### config.mk
export PLATFORM = sky130hd
export DESIGN_NAME = nibble_serial_adder
export DESIGN_NICKNAME = d
export VERILOG_FILES = /design/src/rtl/nsa_pkg.sv /design/src/rtl/fourbitadder.sv /design/src/rtl/nibble_serial_adder.sv
export SDC_FILE = /design/constraint.sdc
export NUM_CORES = 1
export LEC_CHECK = 0
export CORE_MARGIN = 2
export CORE_UTILIZATION = 50
export CTS_BUF_LIST = sky130_fd_sc_hd__clkbuf_16
export DETAILED_ROUTE_END_ITERATION = 8
export MAX_ROUTING_LAYER = met4
export PLACE_DENSITY = 0.76
export SLEW_MARGIN = 0
export SYNTH_ARGS = -nofsm -noshare
export SYNTH_HDL_FRONTEND = slang
export SYNTH_HIERARCHICAL = 1
export SYNTH_SLANG_ARGS = --single-unit
export TNS_END_PERCENT = 5
### constraint.sdc
create_clock -name clk -period 3.13 [get_ports clk]
set_clock_uncertainty 0.05 [all_clocks]
set_input_delay 0.313 -clock clk [delete_from_list [all_inputs] [get_ports clk]]
set_output_delay 0.313 -clock clk [all_outputs]
set_load 0.02 [all_outputs]
### src/rtl/nsa_pkg.sv
// nsa_pkg: shared types and constants for the nibble-serial adder.
//   nsa_state_t : control FSM states (IDLE, RUN)
//   NIBBLE_W    : width of one adder slice
package nsa_pkg;

    localparam int NIBBLE_W = 4;

    typedef enum logic {
        IDLE = 1'b0,
        RUN  = 1'b1
    } nsa_state_t;

endpackage

### src/rtl/fourbitadder.sv
// fourbitadder: combinational 4-bit ripple adder slice.
//   A, B : 4-bit operands
//   Cin  : carry in
//   Sum  : 4-bit sum
//   Cout : carry out
module fourbitadder (
    input  logic [3:0] A,
    input  logic [3:0] B,
    input  logic       Cin,
    output logic [3:0] Sum,
    output logic       Cout
);

    assign {Cout, Sum} = {1'b0, A} + {1'b0, B} + {4'b0000, Cin};

endmodule

### src/rtl/nibble_serial_adder.sv
// nibble_serial_adder: WIDTH-bit adder that streams one nibble per clock
// through a single fourbitadder slice and assembles the full result.
//   clk, rst  : clock, asynchronous active-high reset
//   start     : request, sampled only while idle (latches A, B, Cin)
//   A, B, Cin : operands and carry in
//   busy      : nibbles in flight
//   done      : one-cycle pulse when Sum/Cout/overflow are valid
//   Sum, Cout : registered result; Cout is bit WIDTH of A+B+Cin
//   overflow  : two's-complement overflow of the full-width add
module nibble_serial_adder
    import nsa_pkg::*;
#(
    parameter int WIDTH = 16
) (
    input  logic             clk,
    input  logic             rst,
    input  logic             start,
    input  logic [WIDTH-1:0] A,
    input  logic [WIDTH-1:0] B,
    input  logic             Cin,
    output logic             busy,
    output logic             done,
    output logic [WIDTH-1:0] Sum,
    output logic             Cout,
    output logic             overflow
);

    localparam int NIBBLES = WIDTH / NIBBLE_W;
    localparam int IDXW    = (NIBBLES > 1) ? $clog2(NIBBLES) : 1;
    localparam int LSBW    = $clog2(WIDTH);

    nsa_state_t       state, state_nxt;
    logic [WIDTH-1:0] a_q, b_q;
    logic             carry;
    logic [IDXW-1:0]  idx;
    logic [LSBW-1:0]  lsb;
    logic             last;

    logic [NIBBLE_W-1:0] add_sum;
    logic                add_cout;

    // Bit offset of the current nibble; nibble width is a power of two so
    // this is just the index shifted left.
    assign lsb  = LSBW'({idx, {$clog2(NIBBLE_W){1'b0}}});
    assign last = (idx == IDXW'(NIBBLES - 1));

    fourbitadder u_add (
        .A    (a_q[lsb +: NIBBLE_W]),
        .B    (b_q[lsb +: NIBBLE_W]),
        .Cin  (carry),
        .Sum  (add_sum),
        .Cout (add_cout)
    );

    always_comb begin
        state_nxt = state;
        unique case (state)
            IDLE:    if (start) state_nxt = RUN;
            RUN:     if (last)  state_nxt = IDLE;
            default: state_nxt = IDLE;
        endcase
    end

    always_ff @(posedge clk or posedge rst) begin
        if (rst) begin
            state    <= IDLE;
            a_q      <= '0;
            b_q      <= '0;
            carry    <= 1'b0;
            idx      <= '0;
            busy     <= 1'b0;
            done     <= 1'b0;
            Sum      <= '0;
            Cout     <= 1'b0;
            overflow <= 1'b0;
        end else begin
            state <= state_nxt;
            done  <= 1'b0;
            unique case (state)
                IDLE: begin
                    if (start) begin
                        a_q      <= A;
                        b_q      <= B;
                        carry    <= Cin;
                        idx      <= '0;
                        Sum      <= '0;
                        Cout     <= 1'b0;
                        overflow <= 1'b0;
                        busy     <= 1'b1;
                    end
                end
                RUN: begin
                    Sum[lsb +: NIBBLE_W] <= add_sum;
                    carry                <= add_cout;
                    idx                  <= idx + 1'b1;
                    if (last) begin
                        // On the last nibble add_sum[MSB] is the new result MSB.
                        Cout     <= add_cout;
                        overflow <= (a_q[WIDTH-1] == b_q[WIDTH-1]) &&
                                    (add_sum[NIBBLE_W-1] != a_q[WIDTH-1]);
                        busy     <= 1'b0;
                        done     <= 1'b1;
                    end
                end
                default: ;
            endcase
        end
    end

endmodule
==> results.toml, run 1 <==
[layout]
final_common_cell = "dfrtp_1"
nets = 283
drive_gt1_frac = 0.232
n_antenna_cell = 0
syn2layout_area_growth_pct = 29.0
final_cell_mix = "dfrtp_1 (56), clkdlybuf4s50_1 (55), mux2_4 (19)"

[worst_setup_path]
startpoint_type = "flop"
end_kind = "flop"
required_ps = 3260
r2r_cells = 8
critPathArrivalTime_ps = 2980
path_class = "flop to flop"
path_max_fanout = 8

[clock_tree]
cts_root_buf = "clkbuf_16"
hold_buffers = 0
cts_buffers = 5
numClockSinks = 56
cts.clk_slew.worst_paths_ps = 80
cts_setup_buffers = 0
htreeDepth = 2
max-clock-path-buffers = 2
clock_latency_ps = 300
cts_resized = 0
cts_tree = "done"

[timing]
timing.slew.headroom = 0.628
layout_setup_ws_ps = 281
slew_viol_final = 0
fin_crit_sh = 0.910
setup-tns-final_ps = 0
max_freq_mhz = 351
tightest_slew_ps = 554
hold_viol = 0
finalSetupViolations = 0
rsz0062_at_grt = "no"
fin_crit_ps = 2850

[synth]
synth_nets = 224
synth_area_um2 = 2640
synth_cell_type_count = 30
yosysWarnings = 6
syn_avg_cell_area_um2 = 14.9
syn_inst = 177
ys_ff_latch = 56
yosysSeqAreaShare = 0.532

[placement]
place_ws_ps = 265
dp_hpwl_mm = 3.59
globalplace.congestion = 0.822
io_buffers = 55

[grt]
antenna_found_initial = 0
grt_pass1_vias = 1684
grt_max_degree = 34
track_usage = 0.186
grt.overflow.total = 0
grt_pass1_wl_mm = 8.38

[routing]
met3WireLength_um = 196
wire_per_inst_um = 15.6
wl_met1_mm = 2.15
ant_nets = 0
routed_wl_mm = 4.79
route.detailed.drc = 0
vias_per_cell = 5.33
met2_length_mm = 2.41
vias = 1636
first_pass_iters = 4
top_layer_used = "met4"
drt_iter0_markers = 106

[die]
start_util = 0.516
ios = 56
die_x_um = 76.6
coreArea_um2 = 5110
row_count = 26
die-area_um2 = 5870
dieHeight_um = 76.6

[pwr]
seqPwrFrac = 0.327
swShare = 0.376
power_mw = 3.91
clkPwrFrac = 0.160
power.density_nw_per_um2 = 1150
p_int_mw = 2.44
power_frac_comb = 0.513
p_leak_nw = 1.51
p_switching_mw = 1.47
vdd_drop_max_v = 0.000616

[job]
drv_cap = 0

[hold_path]
hold_path_class = "input pin to async pin"

[outcome]
outcome = "completed"
registers in the layout (all words and copies together), names as in the netlist:
name,cells
Sum,16
a_q,16
b_q,16
idx,2
Cout,1
busy,1
carry,1
done,1
overflow,1
state,1
critical path, stage by stage, from the launching register on:
cell     delay, ps
dfrtp_1        590
buf_4          250
mux4_2         530
ha_1           300
a21o_1         130
a21oi_2         60
xnor2_1        460
o22ai_1        170
a22o_1         190
routing by layer:
metal / up-vias / track usage
met5: - / -
met4: 0 / 0.0491
met3: 6 / 0.0379
met2: 43 / 0.298
met1: 828 / 0.246
li1: 759 / -
cells by family (layout without fill, tap and decap cells):
family,count (synthesis),after routing,synth area share
AO/OA/AOI/OAI,28,28,0.0826
XOR/XNOR,2,2,0.00665
adder cells (fa/ha/maj),11,11,0.0579
buffers and inverters,15,75,0.0404
flip-flops,56,56,0.532
multiplexers,41,41,0.236
AND/OR/NAND/NOR,24,24,0.0446
power groups by stage:
stage / logic, mW / registers, mW / clock network, mW
finish: 2.01 / 1.28 / 0.624
global route: 2.20 / 1.33 / 0.660
CTS: 2.04 / 1.29 / 0.625
detailed placement: 2.03 / 1.30 / 0
global placement: 1.99 / 1.29 / 0
floorplan: 1.45 / 1.28 / 0
layout make-up:
cell class	instances	area [µm²]
Sequential cell	56	1400
Timing Repair Buffer	60	588
Inverter	7	26.3
Multi-Input combinational cell	106	1130
Clock buffer	5	125
Tap cell	70	87.6
Clock inverter	3	38.8
Fill cell	398	1710
Yosys cell counts:
cell	number	area (µm²)
and2_1	1	6.26
nor3b_1	1	7.51
mux4_2	8	180
dfrtp_1	56	1400
fa_1	2	40.0
o22ai_1	1	6.26
inv_1	7	26.3
buf_2	2	10.0
a21oi_2	1	8.76
mux2i_1	1	10.0
nand2b_1	4	25.0
a22o_1	18	158
nand3_1	1	5.00
a21oi_1	4	20.0
buf_12	2	40.0
o21ai_0	2	10.0
ha_1	9	113
nor3_1	2	10.0
clkbuf_1	1	3.75
nand2_1	7	26.3
mux2_4	19	285
mux2_2	13	146
buf_4	2	15.0
xnor2_1	2	17.5
nor2_1	6	22.5
nor2b_1	1	6.26
a21o_1	1	7.51
nor2b_2	1	8.76
o31ai_1	1	7.51
buf_6	1	11.3
final timing paths:
kind                       slack, ps              endpoint          startpoint
setup reg to reg                 280  overflow$_DFFE_PP0P_  idx[0]$_DFFE_PP0P_
min in group clk                 450    Sum[6]$_DFFE_PP0P_  Sum[6]$_DFFE_PP0P_
hold reg to reg                  450    Sum[6]$_DFFE_PP0P_  Sum[6]$_DFFE_PP0P_
hold / removal                   310    a_q[2]$_DFFE_PP0P_                 rst
max in group asynchronous       1920   b_q[11]$_DFFE_PP0P_                 rst
setup / recovery                 280  overflow$_DFFE_PP0P_  idx[0]$_DFFE_PP0P_
through the flow:
step | area [µm²] | hold WS, ps | std cells | util
3_5_place_dp | 3240 | 440 | 299 | 0.634
5_1_grt | 3400 | 364 | 307 | 0.666
4_1_cts | 3400 | 331 | 307 | 0.666
2_1_floorplan | 2640 | 349 | 177 | -
6_report | 3400 | 312 | 307 | 0.666
3_3_place_gp | 3240 | 437 | 299 | 0.634
No activity file was read; power rests on OpenSTA's default activity.
==> run 2: changes to the inputs <==
--- a/config.mk
+++ b/config.mk
@@ -6,11 +6,10 @@
 export NUM_CORES = 1
 export LEC_CHECK = 0
 export CORE_MARGIN = 2
-export CORE_UTILIZATION = 50
+export CORE_UTILIZATION = 30
 export CTS_BUF_LIST = sky130_fd_sc_hd__clkbuf_16
 export DETAILED_ROUTE_END_ITERATION = 8
-export MAX_ROUTING_LAYER = met4
-export PLACE_DENSITY = 0.76
+export PLACE_DENSITY = 0.49
 export SLEW_MARGIN = 0
 export SYNTH_ARGS = -nofsm -noshare
 export SYNTH_HDL_FRONTEND = slang
==> constraint.sdc (replaced) <==
create_clock -name clk -period 3.54 [get_ports clk]
set_clock_uncertainty 0.05 [all_clocks]
set_input_delay 0.354 -clock clk [delete_from_list [all_inputs] [get_ports clk]]
set_output_delay 0.354 -clock clk [all_outputs]
set_load 0.02 [all_outputs]
==> run 2 against run 1 <==
  * Via count is 5.3% lower
  * Register-to-register slack better by 530 ps
  * Power is 14% lower
==> results.toml, run 2 (synthesis results as in run 1) <==
[grt]
track_usage = 0.117
grt_pass1_wl_mm = 8.80
grt.overflow.total = 0
antenna_found_initial = 0
grt_max_degree = 36
grt_pass1_vias = 1605

[clock_tree]
cts_tree = "done"
cts.clk_slew.worst_paths_ps = 70
cts_setup_buffers = 0
hold_buffers = 0
cts_buffers = 5
clock_latency_ps = 290
numClockSinks = 56
max-clock-path-buffers = 2
cts_resized = 0
htreeDepth = 2
cts_root_buf = "clkbuf_16"

[pwr]
power.density_nw_per_um2 = 987
clkPwrFrac = 0.139
p_int_mw = 2.08
power_frac_comb = 0.523
vdd_drop_max_v = 0.000362
p_leak_nw = 1.49
swShare = 0.383
seqPwrFrac = 0.338
p_switching_mw = 1.29

[routing]
first_pass_iters = 4
routed_wl_mm = 5.24
drt_iter0_markers = 37
vias = 1550
vias_per_cell = 4.52
route.detailed.drc = 0
ant_nets = 0
wire_per_inst_um = 15.3

[outcome]
outcome = "completed"

[worst_setup_path]
required_ps = 3670
cp_top_family = "flip-flops"
crit_chain = "buf_4 > mux4_2 > ha_1 > a21oi_2 > xnor2_1 > o22ai_1 > a22o_1"
path_max_fanout = 10
path_class = "flop to flop"
end_kind = "flop"
cpPeakStageDelay_ps = 520
slowest_stage = "dfrtp_1"
cp_num_buf_inv = 1
startpoint_type = "flop"
critPathArrivalTime_ps = 2860

[placement]
dp_hpwl_mm = 4.04
place_ws_ps = 740
post_dp_cell_area_um2 = 3280
globalplace.congestion = 0.756
io_buffers = 55

[layout]
drive_gt1_frac = 0.217
nets = 281
final_common_cell = "dfrtp_1"
fin_area_um2 = 3420
n_antenna_cell = 0
final_cell_mix = "dfrtp_1 (56), clkdlybuf4s50_1 (55), mux2_4 (19)"
reg_top3 = "Sum x16, a_q x16, b_q x16"
syn2layout_area_growth_pct = 29.7

[die]
start_util = 0.305
row_count = 34
coreArea_um2 = 8640
die-area_um2 = 9550
dieHeight_um = 97.7
ios = 56
die_x_um = 97.7

[timing]
slew_viol_final = 0
setup-tns-final_ps = 0
rsz0062_at_grt = "no"
max_freq_mhz = 366
layout_setup_ws_ps = 807
fin_crit_ps = 2730
tightest_slew_ps = 686
fin_crit_sh = 0.772
timing.slew.headroom = 0.542
finalSetupViolations = 0
hold_viol = 0

[hold_path]
hold_path_class = "input pin to async pin"

[job]
drv_cap = 0
[run 2: through the flow]
stage               hold slack, ps  std cells   util  total power, mW
floorplan                      390        177      -             2.41
global placement               433        335  0.380             2.95
detailed placement             444        335  0.380             2.97
CTS                            365        343  0.396             3.44
global route                   396        343  0.396             3.66
finish                         349        343  0.396             3.37
[run 2: layout make-up]
class / count / area [µm²]
flip-flops and latches: 56 / 1400
multi-input cells: 106 / 1130
fillers: 817 / 5220
repair buffers: 58 / 586
clock inverters: 3 / 11.3
clock buffers: 5 / 125
well taps: 108 / 135
inverters: 7 / 26.3
[run 2: worst reg2reg max path: cells and delay by family, from the launching register on]
| kind | cells | cell delay, ps |
|---|---|---|
| adders and majority gates | 1 | 350 |
| buffers and inverters | 1 | 250 |
| AOI/OAI and AO/OA | 3 | 440 |
| xor gates and xnor gates | 1 | 490 |
| DFF | 1 | 520 |
| muxes | 1 | 510 |
[run 2: worst paths after layout]
path,slack [ps],end,startpoint,cells past startpoint
max in group asynchronous,2280,b_q[10]$_DFFE_PP0P_,rst,3
max reg2reg,810,overflow$_DFFE_PP0P_,idx[0]$_DFFE_PP0P_,7
min in group clk,450,busy$_DFFE_PP0P_,busy$_DFFE_PP0P_,2
min,350,Sum[6]$_DFFE_PP0P_,rst,2
max,810,overflow$_DFFE_PP0P_,idx[0]$_DFFE_PP0P_,7
min reg2reg,450,busy$_DFFE_PP0P_,busy$_DFFE_PP0P_,2
[run 2: power groups by stage]
stage | Combinational, mW | Sequential, mW | Clock (mW)
CTS | 1.80 | 1.16 | 0.486
global route | 1.96 | 1.19 | 0.506
finish | 1.76 | 1.14 | 0.467
detailed placement | 1.80 | 1.17 | 0
global placement | 1.78 | 1.17 | 0
floorplan | 1.28 | 1.13 | 0
[run 2: per-layer routing]
layer  track usage  wire length [µm]
met5             0                 0
met4        0.0256                45
met3        0.0302               243
met2         0.181              2450
met1         0.167              2490
==> variant 1, RTL diff (settings of run 1) <==
Register the inputs `start`, `A`, `B` and `Cin` before use, without a reset. The logic sees them one clock later. Comments in the files are not updated.
--- a/src/rtl/nibble_serial_adder.sv
+++ b/src/rtl/nibble_serial_adder.sv
@@ -29,6 +29,18 @@
     localparam int IDXW    = (NIBBLES > 1) ? $clog2(NIBBLES) : 1;
     localparam int LSBW    = $clog2(WIDTH);
 
+    logic start_q;
+    logic [WIDTH-1:0] A_q;
+    logic [WIDTH-1:0] B_q;
+    logic Cin_q;
+
+    always_ff @(posedge clk) begin
+        start_q <= start;
+        A_q     <= A;
+        B_q     <= B;
+        Cin_q   <= Cin;
+    end
+
     nsa_state_t       state, state_nxt;
     logic [WIDTH-1:0] a_q, b_q;
     logic             carry;
@@ -55,7 +67,7 @@
     always_comb begin
         state_nxt = state;
         unique case (state)
-            IDLE:    if (start) state_nxt = RUN;
+            IDLE:    if (start_q) state_nxt = RUN;
             RUN:     if (last)  state_nxt = IDLE;
             default: state_nxt = IDLE;
         endcase
@@ -78,10 +90,10 @@
             done  <= 1'b0;
             unique case (state)
                 IDLE: begin
-                    if (start) begin
-                        a_q      <= A;
-                        b_q      <= B;
-                        carry    <= Cin;
+                    if (start_q) begin
+                        a_q      <= A_q;
+                        b_q      <= B_q;
+                        carry    <= Cin_q;
                         idx      <= '0;
                         Sum      <= '0;
                         Cout     <= 1'b0;
Behaviour: not the same (Yosys sat finds a counterexample within 4 cycles, from zero or initial values and one cycle with rst high).
==> variant 1 against run 1 <==
- synthesized area up 26%
- wire length rose by 17%
- sequential power rose by 39%
- sequential cell count rose by 34
- final area is 23% higher
- highest routed layer unchanged
- power increased by 22%
- final cell count rose by 15%
- worst setup slack gained 25 ps
- critical endpoint unchanged
==> variant 1: results (changes against run 1) <==
[final_layout]
fin_nets = 319  ; +13%
clock_buffers = 9  ; +4
multi_input_area_share_pct = 27.2  ; -6.1 points
clkCellAreaFrac_pct = 6.08  ; +1.3 points
inv_count = 8  ; +1
buffer_area_share_pct = 14.1  ; -3.2 points
multi_input_gates = 104  ; -1.9%
seq_cells = 90  ; +61%
fill_cells = 457  ; +15%
layout.area.seq_um2 = 2080  ; +49%
drive_gt1_share_pct = 20.9  ; -2.3 points

[synth]
synthArstFlopShare_pct = 62.2  ; -38 points
synthXorXnorAreaFrac_pct = 0.527  ; -0.14 points
syn-num-nets = 256  ; +14%
synth_compound_area_share_pct = 6.63  ; -1.6 points
synth_mux_area_share_pct = 18.9  ; -4.7 points
seq_area_frac_synth_pct = 62.7  ; +9.5 points
yosys.cell_types.count = 31  ; +3.3%
synth_fa_ha_area_share_pct = 4.59  ; -1.2 points
avgSynthCellArea_um2 = 15.9  ; +6.8%
synth.top_cells.by_count = dfrtp_1, dfxtp_1, mux2_4
ys_top_cells_by_area = dfrtp_1, dfxtp_1, mux2_4, mux4_2, mux2_2

[placed_design]
placed_cell_area_um2 = 3940  ; +22%
hpwl_mm = 4.04  ; +13%

[sta]
relSlewSlack_pct = 51.5  ; -11 points

[critical_path]
worst-r2r-setup-slack_ps = 310  ; +20 ps
cpPeakStageDelay_ps = 530  ; -60 ps
cp_max_fo = 9  ; +1

[global_routing]
grt_use_total_pct = 17.8  ; -0.84 points
grt_pass1_vias = 1935  ; +15%
grt_max_degree = 33  ; -2.9%

[routing]
wl_mm = 5.58  ; +17%
drtIter0Drc = 96  ; -9.4%

[cts]
clock_latency_ps = 330  ; +30 ps
htree_num_levels = 3  ; +1
cts.clk_slew.worst_paths_ps = 60  ; -20 ps
post_cts_buffers = 0  ; unchanged
cts_resized = 0  ; unchanged

[pwr]
p_leak_nw = 1.87  ; +24%
vdd_drop_max_mv = 0.662  ; +7.5%

[status]
status = finished, final reports clean

[variant 1: cell count changes after synthesis, sizes merged, moves of 2 or more]
cell / run 1 / this run
nand2: 7 / 3
and3b: 0 / 2
nor2b: 2 / 4
dfxtp: 0 / 34
nand2b: 4 / 1
nor3: 2 / 0
[variant 1: logic make-up (layout without fill, tap and decap cells)]
group / Yosys count / count (layout)
AOI/OAI and AO/OA: 29 / 29
xor gates and xnor gates: 2 / 2
adders and majority gates: 11 / 11
DFF: 90 / 90
muxes: 42 / 42
buffers and inverters: 15 / 83
and+or+nand+nor: 20 / 20
[variant 1: stage by stage]
| step | hold slack (ps) | util [%] | setup WS, ps | cells |
|---|---|---|---|---|
| 4_1_cts | 303 | 65.7 | 246 | 354 |
| 5_1_grt | 336 | 65.7 | 93.5 | 354 |
| 3_5_place_dp | 397 | 61.7 | 304 | 338 |
| 6_report | 286 | 65.7 | 306 | 354 |
| 3_3_place_gp | 393 | 61.7 | 356 | 338 |
| 2_1_floorplan | 291 | - | 426 | 209 |
[variant 1: path summary, 6_finish.rpt]
kind,from,end,cells past startpoint
max in group asynchronous,rst,done,3
worst max-delay path,idx[0],overflow,9
worst max register to register,idx[0],overflow,9
worst min-delay path,rst,a_q[5],2
min in group clk,B[4],B_q[4],1
worst min register to register,B_q[6],b_q[6],1
[variant 1: per-layer routing]
metal | vias to the layer above | wire (um) | GRT usage [%]
met4 | 0 | 102 | 6.35
met3 | 13 | 224 | 5.20
met2 | 38 | 2750 | 27.6
li1 | 869 | - | -
met5 | - | 0 | -
met1 | 899 | 2510 | 22.5
[variant 1: report_power, final]
part | switching (mW) | internal (mW) | total, mW
clock network | 0.397 | 0.520 | 0.917
registers | 0.268 | 1.51 | 1.78
logic | 0.988 | 1.07 | 2.05
total | 1.65 | 3.10 | 4.75
==> variant 2, RTL diff (settings of run 1) <==
Without the edit above. Register the output `Sum` once more; this adds one clock of latency there. The other outputs are not delayed to match. Comments in the files are not updated.
--- a/src/rtl/nibble_serial_adder.sv
+++ b/src/rtl/nibble_serial_adder.sv
@@ -28,6 +28,8 @@
     localparam int NIBBLES = WIDTH / NIBBLE_W;
     localparam int IDXW    = (NIBBLES > 1) ? $clog2(NIBBLES) : 1;
     localparam int LSBW    = $clog2(WIDTH);
+
+    logic [WIDTH-1:0] Sum_s0;
 
     nsa_state_t       state, state_nxt;
     logic [WIDTH-1:0] a_q, b_q;
@@ -70,7 +72,7 @@
             idx      <= '0;
             busy     <= 1'b0;
             done     <= 1'b0;
-            Sum      <= '0;
+            Sum_s0   <= '0;
             Cout     <= 1'b0;
             overflow <= 1'b0;
         end else begin
@@ -83,14 +85,14 @@
                         b_q      <= B;
                         carry    <= Cin;
                         idx      <= '0;
-                        Sum      <= '0;
+                        Sum_s0   <= '0;
                         Cout     <= 1'b0;
                         overflow <= 1'b0;
                         busy     <= 1'b1;
                     end
                 end
                 RUN: begin
-                    Sum[lsb +: NIBBLE_W] <= add_sum;
+                    Sum_s0[lsb +: NIBBLE_W] <= add_sum;
                     carry                <= add_cout;
                     idx                  <= idx + 1'b1;
                     if (last) begin
@@ -107,4 +109,8 @@
         end
     end
 
+    always_ff @(posedge clk) begin
+        Sum <= Sum_s0;
+    end
+
 endmodule
Function: changed (a bounded check fails within 4 cycles, from zero or initial values and one cycle with rst high).
==> variant 2 against run 1 <==
- final area is 14% higher
- power is 20% higher
- final cell count grew 9.1%
- sequential cell count increased by 16
- worst setup slack better by 83 ps
- global-route usage shrank 0.80 points
- via count rose by 6.3%
- synthesized area up 12%
- wire length increased by 7.3%
- critical path type unchanged
- non-clock buffer count down 1
- largest power group unchanged
==> variant 2: results (changes against run 1) <==
[critical_path]
cpPeakStageDelay_ps = 610  ; +20 ps
worst-r2r-setup-slack_ps = 360  ; +80 ps

[cts]
cts_buffers = 9  ; +4
clock_latency_ps = 330  ; +30 ps
cts.clk_slew.worst_paths_ps = 50  ; -30 ps

[routing]
wl_mm = 5.14  ; +7.3%
vias_per_cell = 5.19  ; -2.6%
dr_wl_met2_mm = 2.54  ; +5.5%
met1_length_mm = 2.27  ; +5.6%
wl_met3_um = 253  ; +29%
wire_per_inst_um = 15.3  ; -1.7%
drtIter0Drc = 68  ; -36%

[global_routing]
grt_first_pass_wirelength_mm = 8.19  ; -2.2%
grtUsageMet2_pct = 27.1  ; -2.7 points
grt_util_met3_pct = 6.00  ; +2.2 points
grt_use_total_pct = 17.8  ; -0.80 points
grt_use_met1_pct = 22.2  ; -2.4 points

[sta]
relSlewSlack_pct = 61.9  ; -0.91 points
period_minus_slack_ps = 2770  ; -83.1 ps

[synth]
ys_top_cells_by_area = dfrtp_1, dfxtp_1, mux2_4, mux4_2, a22o_1
avgSynthCellArea_um2 = 15.3  ; +2.9%
synth.top_cells.by_count = dfrtp_1, mux2_4, a22o_1
syn-num-nets = 240  ; +7.1%
seq_area_frac_synth_pct = 58.2  ; +5.0 points

[final_layout]
drive_gt1_share_pct = 23.1  ; -0.13 points
fin_nets = 302  ; +6.7%

[placed_design]
hpwl_mm = 3.65  ; +1.7%
placed_cells = 319  ; +6.7%

[pwr]
p_leak_nw = 1.70  ; +13%
vdd_drop_max_mv = 0.647  ; +5.1%

[status]
status = finished, final reports clean

[variant 2: cells by family after synthesis]
group	synth area share, %
flops	58.2
mux	21.0
compound gates	7.36
simple gates	3.98
buf+inv	3.64
fa+ha+maj	5.16
xor+xnor	0.593
[variant 2: cell type report]
| cell class | instances | area [um^2] |
|---|---|---|
| well taps | 75 | 93.8 |
| flip-flops and latches | 72 | 1720 |
| inverters | 7 | 26.3 |
| fillers | 468 | 1950 |
| clock inverters | 7 | 87.6 |
| multi-input cells | 106 | 1130 |
| repair buffers | 59 | 581 |
| clock buffers | 9 | 225 |
[variant 2: worst min-delay path by stage]
stage / slack [ps] / endpoint
final: 280 / a_q[13]
after global routing: 330 / a_q[13]
after CTS: 290 / a_q[13]
after detailed placement: 310 / Sum[9]
after global placement: 310 / Sum[0]
after floorplan: 300 / Sum[0]
[variant 2: power breakdown]
part | leakage (nW) | switching [mW] | internal (mW)
clock network | 0.152 | 0.368 | 0.691
logic | 0.720 | 1.00 | 1.05
registers | 0.827 | 0.266 | 1.32
